===== src/rtl/display_pkg.sv =====
// display_pkg
//   Shared types and helpers for the display scan-out engine.
//   rgb888_t          : packed {r, g, b} colour, 8 bits per channel
//   pal_idx_t         : palette index for the default 4-bit pixel format
//   timing_t          : horizontal/vertical timing description
//   DEFAULT_TIMING    : 800x480 panel timing used as parameter defaults
//   ctl_t             : per-pixel control bits carried down the alignment pipe
//   default_palette() : grey-ramp reset value for palette entry idx
//   Optional feature macro used by the engine: DISPLAY_SCANOUT_TEST_PATTERN_EN
package display_pkg;

    typedef struct packed {
        logic [7:0] r;
        logic [7:0] g;
        logic [7:0] b;
    } rgb888_t;

    localparam int DEF_PIX_W = 4;
    typedef logic [DEF_PIX_W-1:0] pal_idx_t;

    typedef struct packed {
        int h_active;
        int h_fp;
        int h_sync;
        int h_bp;
        int v_active;
        int v_fp;
        int v_sync;
        int v_bp;
    } timing_t;

    localparam timing_t DEFAULT_TIMING = '{
        h_active: 800, h_fp: 40, h_sync: 48, h_bp: 88,
        v_active: 480, v_fp: 13, v_sync: 3,  v_bp: 32
    };

    typedef struct packed {
        logic active;
        logic hsync;   // asserted (polarity-independent)
        logic vsync;   // asserted (polarity-independent)
        logic first;   // pixel (0,0)
    } ctl_t;

    // Evenly spaced grey levels so that the top entry is full white.
    function automatic rgb888_t default_palette(input int idx, input int pix_w);
        logic [7:0] lvl;
        lvl = 8'(idx * (255 / ((1 << pix_w) - 1)));
        return '{r: lvl, g: lvl, b: lvl};
    endfunction

endpackage


===== src/rtl/display_timing_gen.sv =====
// display_timing_gen
//   Horizontal/vertical pixel counters and the per-pixel control bits derived
//   from them. Counters advance only on pix_ce.
//   Ports:
//     clock, reset (sync, active-high), pix_ce
//     ctl     : active / hsync / vsync / first for the current pixel
//     bar_idx : h[PIX_W+3:4], only with DISPLAY_SCANOUT_TEST_PATTERN_EN
module display_timing_gen
    import display_pkg::*;
#(
    parameter int H_ACTIVE = 800,
    parameter int H_FP     = 40,
    parameter int H_SYNC   = 48,
    parameter int H_BP     = 88,
    parameter int V_ACTIVE = 480,
    parameter int V_FP     = 13,
    parameter int V_SYNC   = 3,
    parameter int V_BP     = 32,
    parameter int PIX_W    = 4
) (
    input  logic             clock,
    input  logic             reset,
    input  logic             pix_ce,
`ifdef DISPLAY_SCANOUT_TEST_PATTERN_EN
    output logic [PIX_W-1:0] bar_idx,
`endif
    output ctl_t             ctl
);

    localparam int H_TOTAL = H_ACTIVE + H_FP + H_SYNC + H_BP;
    localparam int V_TOTAL = V_ACTIVE + V_FP + V_SYNC + V_BP;
    // h is kept wide enough for the 16-pixel bar index even on tiny rasters.
    localparam int H_W = ($clog2(H_TOTAL) > PIX_W + 4) ? $clog2(H_TOTAL) : PIX_W + 4;
    localparam int V_W = $clog2(V_TOTAL);

    logic [H_W-1:0] h_reg;
    logic [V_W-1:0] v_reg;

    always_ff @(posedge clock) begin
        if (reset) begin
            h_reg <= '0;
            v_reg <= '0;
        end else if (pix_ce) begin
            if (h_reg == H_W'(H_TOTAL - 1)) begin
                h_reg <= '0;
                v_reg <= (v_reg == V_W'(V_TOTAL - 1)) ? '0 : v_reg + 1'b1;
            end else begin
                h_reg <= h_reg + 1'b1;
            end
        end
    end

    always_comb begin
        ctl.active = (h_reg < H_W'(H_ACTIVE)) && (v_reg < V_W'(V_ACTIVE));
        ctl.hsync  = (h_reg >= H_W'(H_ACTIVE + H_FP)) &&
                     (h_reg <  H_W'(H_ACTIVE + H_FP + H_SYNC));
        ctl.vsync  = (v_reg >= V_W'(V_ACTIVE + V_FP)) &&
                     (v_reg <  V_W'(V_ACTIVE + V_FP + V_SYNC));
        ctl.first  = (h_reg == '0) && (v_reg == '0);
    end

`ifdef DISPLAY_SCANOUT_TEST_PATTERN_EN
    assign bar_idx = h_reg[PIX_W+3:4];
`endif

endmodule


===== src/rtl/display_scanout.sv =====
// display_scanout
//   Framebuffer scan-out engine: timing generation, linear framebuffer fetch,
//   16-entry writable palette, aligned LCD (RGB888) and VGA (RGB555 MSBs) outputs.
//   Ports:
//     clock, reset (sync, active-high), pix_ce (pixel enable)
//     fb_rd, fb_addr, fb_data           : framebuffer read port (FB_LAT beats)
//     pal_we, pal_idx, pal_rgb          : palette write port
//     lcd_de/hsync/vsync/red/green/blue : LCD head
//     vga_hsync/vsync/red/green/blue    : VGA head
//     frame_start                       : one-clock pulse as pixel (0,0) leaves
//     test_mode                         : bar pattern select, only with
//                                         DISPLAY_SCANOUT_TEST_PATTERN_EN
//   Latency from fb_rd to the matching output pixel is FB_LAT+1 pix_ce beats.
module display_scanout
    import display_pkg::*;
#(
    parameter int H_ACTIVE = DEFAULT_TIMING.h_active,
    parameter int H_FP     = DEFAULT_TIMING.h_fp,
    parameter int H_SYNC   = DEFAULT_TIMING.h_sync,
    parameter int H_BP     = DEFAULT_TIMING.h_bp,
    parameter int V_ACTIVE = DEFAULT_TIMING.v_active,
    parameter int V_FP     = DEFAULT_TIMING.v_fp,
    parameter int V_SYNC   = DEFAULT_TIMING.v_sync,
    parameter int V_BP     = DEFAULT_TIMING.v_bp,
    parameter int PIX_W    = 4,
    parameter int FB_LAT   = 1,
    parameter bit HS_POL   = 1'b0,
    parameter bit VS_POL   = 1'b0,
    localparam int ADDR_W  = $clog2(H_ACTIVE * V_ACTIVE)
) (
    input  logic              clock,
    input  logic              reset,
    input  logic              pix_ce,
    output logic              fb_rd,
    output logic [ADDR_W-1:0] fb_addr,
    input  logic [PIX_W-1:0]  fb_data,
    input  logic              pal_we,
    input  logic [PIX_W-1:0]  pal_idx,
    input  logic [23:0]       pal_rgb,
`ifdef DISPLAY_SCANOUT_TEST_PATTERN_EN
    input  logic              test_mode,
`endif
    output logic              lcd_de,
    output logic              lcd_hsync,
    output logic              lcd_vsync,
    output logic [7:0]        lcd_red,
    output logic [7:0]        lcd_green,
    output logic [7:0]        lcd_blue,
    output logic              vga_hsync,
    output logic              vga_vsync,
    output logic [4:0]        vga_red,
    output logic [4:0]        vga_green,
    output logic [4:0]        vga_blue,
    output logic              frame_start
);

    localparam int NUM_PIX   = H_ACTIVE * V_ACTIVE;
    localparam int PAL_DEPTH = 1 << PIX_W;

    genvar gi;

    // ---------------- timing ----------------
    ctl_t ctl_now;
`ifdef DISPLAY_SCANOUT_TEST_PATTERN_EN
    logic [PIX_W-1:0] bar_now;
`endif

    display_timing_gen #(
        .H_ACTIVE(H_ACTIVE), .H_FP(H_FP), .H_SYNC(H_SYNC), .H_BP(H_BP),
        .V_ACTIVE(V_ACTIVE), .V_FP(V_FP), .V_SYNC(V_SYNC), .V_BP(V_BP),
        .PIX_W(PIX_W)
    ) u_timing (
        .clock  (clock),
        .reset  (reset),
        .pix_ce (pix_ce),
`ifdef DISPLAY_SCANOUT_TEST_PATTERN_EN
        .bar_idx(bar_now),
`endif
        .ctl    (ctl_now)
    );

    // ---------------- fetch ----------------
    // Reset gates the strobe so no read is issued while counters sit at (0,0).
    logic [ADDR_W-1:0] addr_reg;

    assign fb_rd   = ctl_now.active && pix_ce && !reset;
    assign fb_addr = addr_reg;

    always_ff @(posedge clock) begin
        if (reset) begin
            addr_reg <= '0;
        end else if (fb_rd) begin
            addr_reg <= (addr_reg == ADDR_W'(NUM_PIX - 1)) ? '0 : addr_reg + 1'b1;
        end
    end

    // ---------------- alignment pipe ----------------
    // FB_LAT stages here plus the output register match the read latency
    // plus the palette lookup.
    ctl_t ctl_pipe [FB_LAT+1];
    assign ctl_pipe[0] = ctl_now;

    generate
        for (gi = 0; gi < FB_LAT; gi++) begin : g_align
            ctl_t stage_reg;
            always_ff @(posedge clock) begin
                if (reset) begin
                    stage_reg <= '0;
                end else if (pix_ce) begin
                    stage_reg <= ctl_pipe[gi];
                end
            end
            assign ctl_pipe[gi+1] = stage_reg;
        end
    endgenerate

    // ---------------- pixel index ----------------
    logic [PIX_W-1:0] pix_idx;

`ifdef DISPLAY_SCANOUT_TEST_PATTERN_EN
    logic [PIX_W-1:0] bar_pipe [FB_LAT+1];
    assign bar_pipe[0] = bar_now;

    generate
        for (gi = 0; gi < FB_LAT; gi++) begin : g_bar
            logic [PIX_W-1:0] stage_reg;
            always_ff @(posedge clock) begin
                if (reset) begin
                    stage_reg <= '0;
                end else if (pix_ce) begin
                    stage_reg <= bar_pipe[gi];
                end
            end
            assign bar_pipe[gi+1] = stage_reg;
        end
    endgenerate

    assign pix_idx = test_mode ? bar_pipe[FB_LAT] : fb_data;
`else
    assign pix_idx = fb_data;
`endif

    // ---------------- palette ----------------
    // Register per entry so it can reset to the ramp; a write lands on the
    // edge, so a lookup on that same edge still sees the previous colour.
    rgb888_t pal_tbl [PAL_DEPTH];

    generate
        for (gi = 0; gi < PAL_DEPTH; gi++) begin : g_pal
            rgb888_t entry_reg;
            always_ff @(posedge clock) begin
                if (reset) begin
                    entry_reg <= default_palette(gi, PIX_W);
                end else if (pal_we && (pal_idx == PIX_W'(gi))) begin
                    entry_reg <= pal_rgb;
                end
            end
            assign pal_tbl[gi] = entry_reg;
        end
    endgenerate

    // ---------------- output registers ----------------
    ctl_t    aligned;
    rgb888_t lookup;
    logic    de_reg;
    logic    hs_reg;
    logic    vs_reg;
    logic    fs_reg;
    rgb888_t rgb_reg;

    assign aligned = ctl_pipe[FB_LAT];
    assign lookup  = pal_tbl[pix_idx];

    always_ff @(posedge clock) begin
        if (reset) begin
            de_reg  <= 1'b0;
            hs_reg  <= ~HS_POL;
            vs_reg  <= ~VS_POL;
            fs_reg  <= 1'b0;
            rgb_reg <= '0;
        end else begin
            // Cleared on idle clocks so the pulse lasts one clock, not one beat.
            fs_reg <= pix_ce && aligned.first;
            if (pix_ce) begin
                de_reg  <= aligned.active;
                hs_reg  <= aligned.hsync ? HS_POL : ~HS_POL;
                vs_reg  <= aligned.vsync ? VS_POL : ~VS_POL;
                rgb_reg <= aligned.active ? lookup : '0;
            end
        end
    end

    assign lcd_de      = de_reg;
    assign lcd_hsync   = hs_reg;
    assign lcd_vsync   = vs_reg;
    assign lcd_red     = rgb_reg.r;
    assign lcd_green   = rgb_reg.g;
    assign lcd_blue    = rgb_reg.b;
    assign vga_hsync   = hs_reg;
    assign vga_vsync   = vs_reg;
    assign vga_red     = rgb_reg.r[7:3];
    assign vga_green   = rgb_reg.g[7:3];
    assign vga_blue    = rgb_reg.b[7:3];
    assign frame_start = fs_reg;

endmodule


===== config.mk =====
export PLATFORM = sky130hd
export DESIGN_NAME = display_scanout
export DESIGN_NICKNAME = d
export VERILOG_FILES = /design/src/rtl/display_pkg.sv /design/src/rtl/display_timing_gen.sv /design/src/rtl/display_scanout.sv
export SDC_FILE = /design/constraint.sdc
export NUM_CORES = 1
export LEC_CHECK = 0
export BUFFER_PORTS_ARGS = -buffer_cell sky130_fd_sc_hd__buf_4
export CAP_MARGIN = 20
export CORE_ASPECT_RATIO = 0.75
export CORE_MARGIN = 2
export CORE_UTILIZATION = 41
export CTS_CLUSTER_SIZE = 28
export DETAILED_ROUTE_END_ITERATION = 7
export PLACE_DENSITY = 0.63
export SYNTH_ARGS = -nofsm -noshare
export SYNTH_HDL_FRONTEND = slang
export SYNTH_SLANG_ARGS = --single-unit

===== constraint.sdc =====
create_clock -name clock -period 3.5 [get_ports clock]
set_input_delay 0.35 -clock clock [delete_from_list [all_inputs] [get_ports clock]]
set_output_delay 0.35 -clock clock [all_outputs]
set_load 0.02 [all_outputs]

; ---- After elaboration in Yosys (flattened, before gate mapping)
; Index checks and enable logic that the tools add are counted.
[op_classes]
n_addsub = 3
mux = 9
n_eq_ne = 18
n_bitwise = 1
reduce_logical = 28
magnitude_cmp = 7
[ops]
columns = operator, n
row1 = $bmux 24 s4, 1
row2 = $mux 24, 3
row3 = $eq 4x4->1 const B, 8
row4 = $logic_and 1x1->1, 23
row5 = $add 10x1->10 const B, 2
row6 = $eq 10x10->1 const B, 2
row7 = $logic_not 10->1, 2
row8 = $lt 10x10->1 const B, 2
row9 = $lt 10x9->1 const B, 2
row10 = $mux 10, 2
row11 = $add 19x1->19 const B, 1
row12 = $eq 19x19->1 const B, 1
row13 = $mux 19, 1
row14 = $eq 4x3->1 const B, 4
row15 = $ge 10x10->1 const B, 1
row16 = $ge 10x9->1 const B, 1
row17 = $eq 4x2->1 const B, 2
row18 = $ge 5x5->1 const B, 1
row19 = $not 4->5, 1
row20 = $eq 4x1->1 const B, 1
row21 = $logic_not 4->1, 1
row22 = $mux 1, 2
row23 = $reduce_and 2->1, 1
row24 = $logic_not 1->1, 1
[totals]
word_cells = 128
ff_bits = 455
input_bits = 36
output_inout_bits = 65

; ---- Depth between registers and ports, before layout
[depth]
depth_word = 5
ltp_mapped = 8
mapped_depth_nobuf = 6

; ---- Cells and area by module
; Synthesis repeated with hierarchy kept, for this count alone.
[unflattened]
hier_cells = 2295
hier_area_um2 = 19441.1
[modules_own_cells]
columns = mod, area_per_inst_um2, instances, cells_each
row1 = display_scanout, 18268.8, 1, 2157
row2 = display_timing_gen, 1172.4, 1, 138

; ---- Worst setup path before layout
; Ideal clock, no wire load.
[synth_path]
path_kind = reg-to-reg
startpoint = register addr_reg[0], in the netlist fb_addr[0]
endpoint = register addr_reg[13], in the netlist fb_addr[13]
arrival_ps = 1824
stages_incl_launch_ff = 8
path_slack_ps = 1547
cell_sequence = dfxtp_1 > ha_1 > and2_0 > clkbuf_1 > nand4b_1 > o31ai_2 > buf_2 > a21oi_1
[synth_between]
elab_chain_len = 2
elab_cells_between_ends = 3
classes_between = add/sub: 1 / eq/ne: 1 / mux: 1
[synth_lines]
columns = item, line
row1 = start: declaration, display_scanout.sv:84  ; logic [ADDR_W-1:0] addr_reg;
row2 = start signal: assignment, display_scanout.sv:93  ; addr_reg <= (addr_reg == ADDR_W'(NUM_PIX - 1)) ? '0 : addr_reg + 1'b1;
row3 = $add 19x1->19 or $eq 19x19->1 (tied branches), display_scanout.sv:93
row4 = $mux 19 *, display_scanout.sv:93
; Mark *: on every way between the ends. The rest lies on a longest branch, timed or not.
; A chain may end at the register's enable or synchronous reset.

; ---- Worst setup path after layout
[layout_path]
startpoint = register u_timing.h_reg[5]
endpoint = output fb_rd
[layout_between]
elab_chain_len = 4
[layout_lines]
columns = item, line
row1 = start: declaration, display_timing_gen.sv:36  ; logic [H_W-1:0] h_reg;
row2 = start signal: assignment, display_timing_gen.sv:48  ; h_reg <= h_reg + 1'b1;
row3 = $lt 10x10->1, display_timing_gen.sv:54  ; ctl.active = (h_reg < H_W'(H_ACTIVE)) && (v_reg < V_W'(V_ACTIVE));
row4 = $logic_and 1x1->1, display_timing_gen.sv:54
row5 = $logic_and 1x1->1 (2 in a row), display_scanout.sv:86  ; assign fb_rd = ctl_now.active && pix_ce && !reset;
row6 = end: declaration, display_scanout.sv:34  ; output logic fb_rd,
; No other way between the ends.

==> implementation parameters <==
Parameter                              Value

Setup path
  Setup crit start kind    flop
  Peak per-stage delay on the critical path    450 ps
  Crit-path cells    o311ai_4 > nand4_4 > inv_1 > buf_4
  Worst flop-to-flop path endpoint    fb_addr[18]
  Biggest fanout along the worst timing path    33
  CP max stage cell    o311ai_4
  Internal reg-to-reg setup slack    1310 ps
  Worst setup path startpoint    u_timing.h_reg[5]
  Worst r2r path cells    4
  Crit. End Element    output port
  Worst setup path endpoint    fb_rd
  Critical register-to-register path startpoint    u_timing.h_reg[5]
  WS Path Type    flop to output port
  Critical path data required time    3150 ps
  Data arrival time of the worst path    2140 ps

Global route
  Initial antenna violation count    2
  Pin count of the biggest net entering global routing    189
  Via count of the first global-routing pass    16,650
  First-pass GRT wire length    100,900 µm
  Grt total ovfl    0
  GRT Resource Usage Total    0.2582

Synthesis
  Post-synthesis instance area    19,910 µm²
  Post-synthesis cell count    2,453
  Register area share after synthesis    0.4576
  Post-synth top area share    0.4576
  Number of distinct library cells after synthesis    59
  Net count after synthesis    2,496
  Async set-or-reset flop fraction in the synthesized netlist    0
  Leading register cell type out of synthesis    dfxtp_1
  Synth area leaders    dfxtp_1 (46%), nand2_1 (16%), a21oi_1 (6.6%)
  Number of enable flip-flop cells after synthesis    0
  Cell types with the highest counts after synthesis    nand2_1 (838), dfxtp_1 (455), a21oi_1 (261)
  Library cell occupying the most area in the post-synthesis netlist    dfxtp_1
  Average footprint of a synthesized cell    8.115 µm²
  Cell with the most instances after synthesis    nand2_1
  Synthesis-stage register bit count    455
  Number of warning messages in the yosys log    0

Floorplan
  Standard cell core area    47,660 µm²
  Placement Rows    69
  Die X-Extent    258.4 µm
  Vertical extent of the die    194.8 µm
  Boundary Pins    101
  DIE AREA    50,350 µm²
  Initial cell density of the core    0.4177

Power
  Peak supply drop    314.0 µV
  Static leakage power    0.008919 µW
  PD cells    503.2 nW/µm²

Clock network
  Count of buffers added by post-CTS timing repair for setup    0
  Root buf cell    clkbuf_16
  Number of H-tree levels    2
  Number of gates resized after CTS    0
  Clock-pin slew on the worst setup and hold paths    70 ps
  Latest clock arrival within the worst-skew pair    570 ps
  Number of buffers inserted by hold repair at cts    0
  Clock tree from TritonCTS    yes
  Clock sink count    455
  CTS Buffer Depth    3
  TritonCTS Buffers    45

Route
  Remaining number of nets flagged by the antenna check after routing    0
  Wirelength per Cell    21.50 µm
  Drc violations    0
  Detail-routed via count per cell    5.812
  Total routed wirelength    66,340 µm
  Number of vias in the routed layout    17,940
  Initial DRC count    2,137
  Count of TritonRoute iterations in the first routing pass    5

Place
  Count of buffers inserted at the top-level ports    100
  Final Wtd Congestion    0.8540
  Placed cell count    3,002
  Instance area after placement    20,980 µm²
  Placed wire-length estimate after detailed placement    40,630 µm

Cells and area
  Fraction of layout instances using a drive strength above 1    0.1243
  P&R area growth vs syn    13.14%
  Max FFs per register    384
  Final net count    2,453
  Final Instance Count excl. Fillers    3,086
  Post-route cell area    22,520 µm²

Timing
  Final setup fails    0
  Maximum achievable frequency    401.8 MHz
  Max-slew violation count    0
  Tcrit/Tclk final    0.7110
  Post-route clock skew    15.58 ps
  Actual slew at the worst max-slew pin    1004 ps
  Worst hold margin    119.6 ps
  Final Hold Fails    0
  Final min period    2489 ps
  Max_slew headroom    0.3294
  Setup repair after global routing missed its margin    no
  Setup TNS Final    0 ps

Run status
  Status    complete, no violations

Worst hold path
  Path type of the worst min-delay path    input port to flop

Job
  Max Cap Violations    0
-- final cells by class --
cell class / instances / area (µm²)
Tap cell: 639 / 799.5
Sequential cell: 455 / 9109
Antenna cell: 2 / 5.005
Multi-Input combinational cell: 1748 / 9802
Inverter: 10 / 42.54
Clock buffer: 62 / 1313
Timing Repair Buffer: 150 / 1224
Clock inverter: 20 / 229.0
Fill cell: 4579 / 25130
-- layer usage --
metal	vias to the layer above	part of all wire	wire [µm]	track usage
li1	8273	-	-	-
met2	868	0.43	28800	0.3876
met3	118	0.10	6880	0.05921
met5	-	0	0	0
met4	0	0.024	1587	0.06958
met1	8676	0.44	29070	0.3708
-- per-stage QoR --
stage / setup slack [ps] / power [µW] / util
CTS: 996.9 / 11390 / 0.4725
detailed placement: 1152 / 6318 / 0.4402
floorplan: 1547 / 6025 / -
global route: 873.9 / 11680 / 0.4726
global placement: 1215 / 6300 / 0.4402
finish: 1011 / 11330 / 0.4726
-- cell families (layout without fill, tap and decap cells) --
| family | Yosys count | after routing | synth area share |
|---|---|---|---|
| other cells | 0 | 2 | 0 |
| fa+ha+maj | 7 | 7 | 0.004400 |
| buf+inv | 250 | 242 | 0.05387 |
| compound gates | 400 | 400 | 0.1218 |
| mux | 146 | 146 | 0.1049 |
| xor+xnor | 13 | 13 | 0.005720 |
| flops | 455 | 455 | 0.4576 |
| simple gates | 1182 | 1182 | 0.2517 |
-- critical path: cells and delay by family, from the launching register on --
kind | cells | cell delay, ps
AO/OA/AOI/OAI | 1 | 450
buffers and inverters | 2 | 290
AND/OR/NAND/NOR | 1 | 420
flip-flops | 1 | 410
-- placed cells by master (no fill, tap or decap), types with 13 or more instances in the layout --
master     instances
buf_4            141
o31ai_1           25
or4_1             16
nor2_2            13
a221oi_1          24
mux4_2            50
nand3_1          216
mux2i_1           95
a21oi_1          261
nand2_1          835
dfxtp_1          455
clkinv_2          14
a221o_1           22
clkbuf_16         47
nor2_1            24
o21ai_0           18
-- where the power goes --
| part | internal [µW] | total, µW | switching (µW) |
|---|---|---|---|
| Clock | 2990 | 5110 | 2120 |
| Sequential | 5270 | 5340 | 68.1 |
| Combinational | 295 | 877 | 582 |
| Total | 8560 | 11300 | 2770 |
-- how the worst min path moves through the flow --
stage,from,cells past startpoint,slack [ps],endpoint
floorplan,g_pal[10].entry_reg[0],2,430,g_pal[10].entry_reg[0]
global placement,g_pal[11].entry_reg[2],2,440,g_pal[11].entry_reg[2]
detailed placement,g_pal[2].entry_reg[6],2,450,g_pal[2].entry_reg[6]
CTS,pal_rgb[18],3,100,g_pal[10].entry_reg[18]
global route,pal_rgb[18],3,120,g_pal[11].entry_reg[18]
finish,pal_rgb[8],3,120,g_pal[6].entry_reg[8]
(Power assumes the default switching activity.)
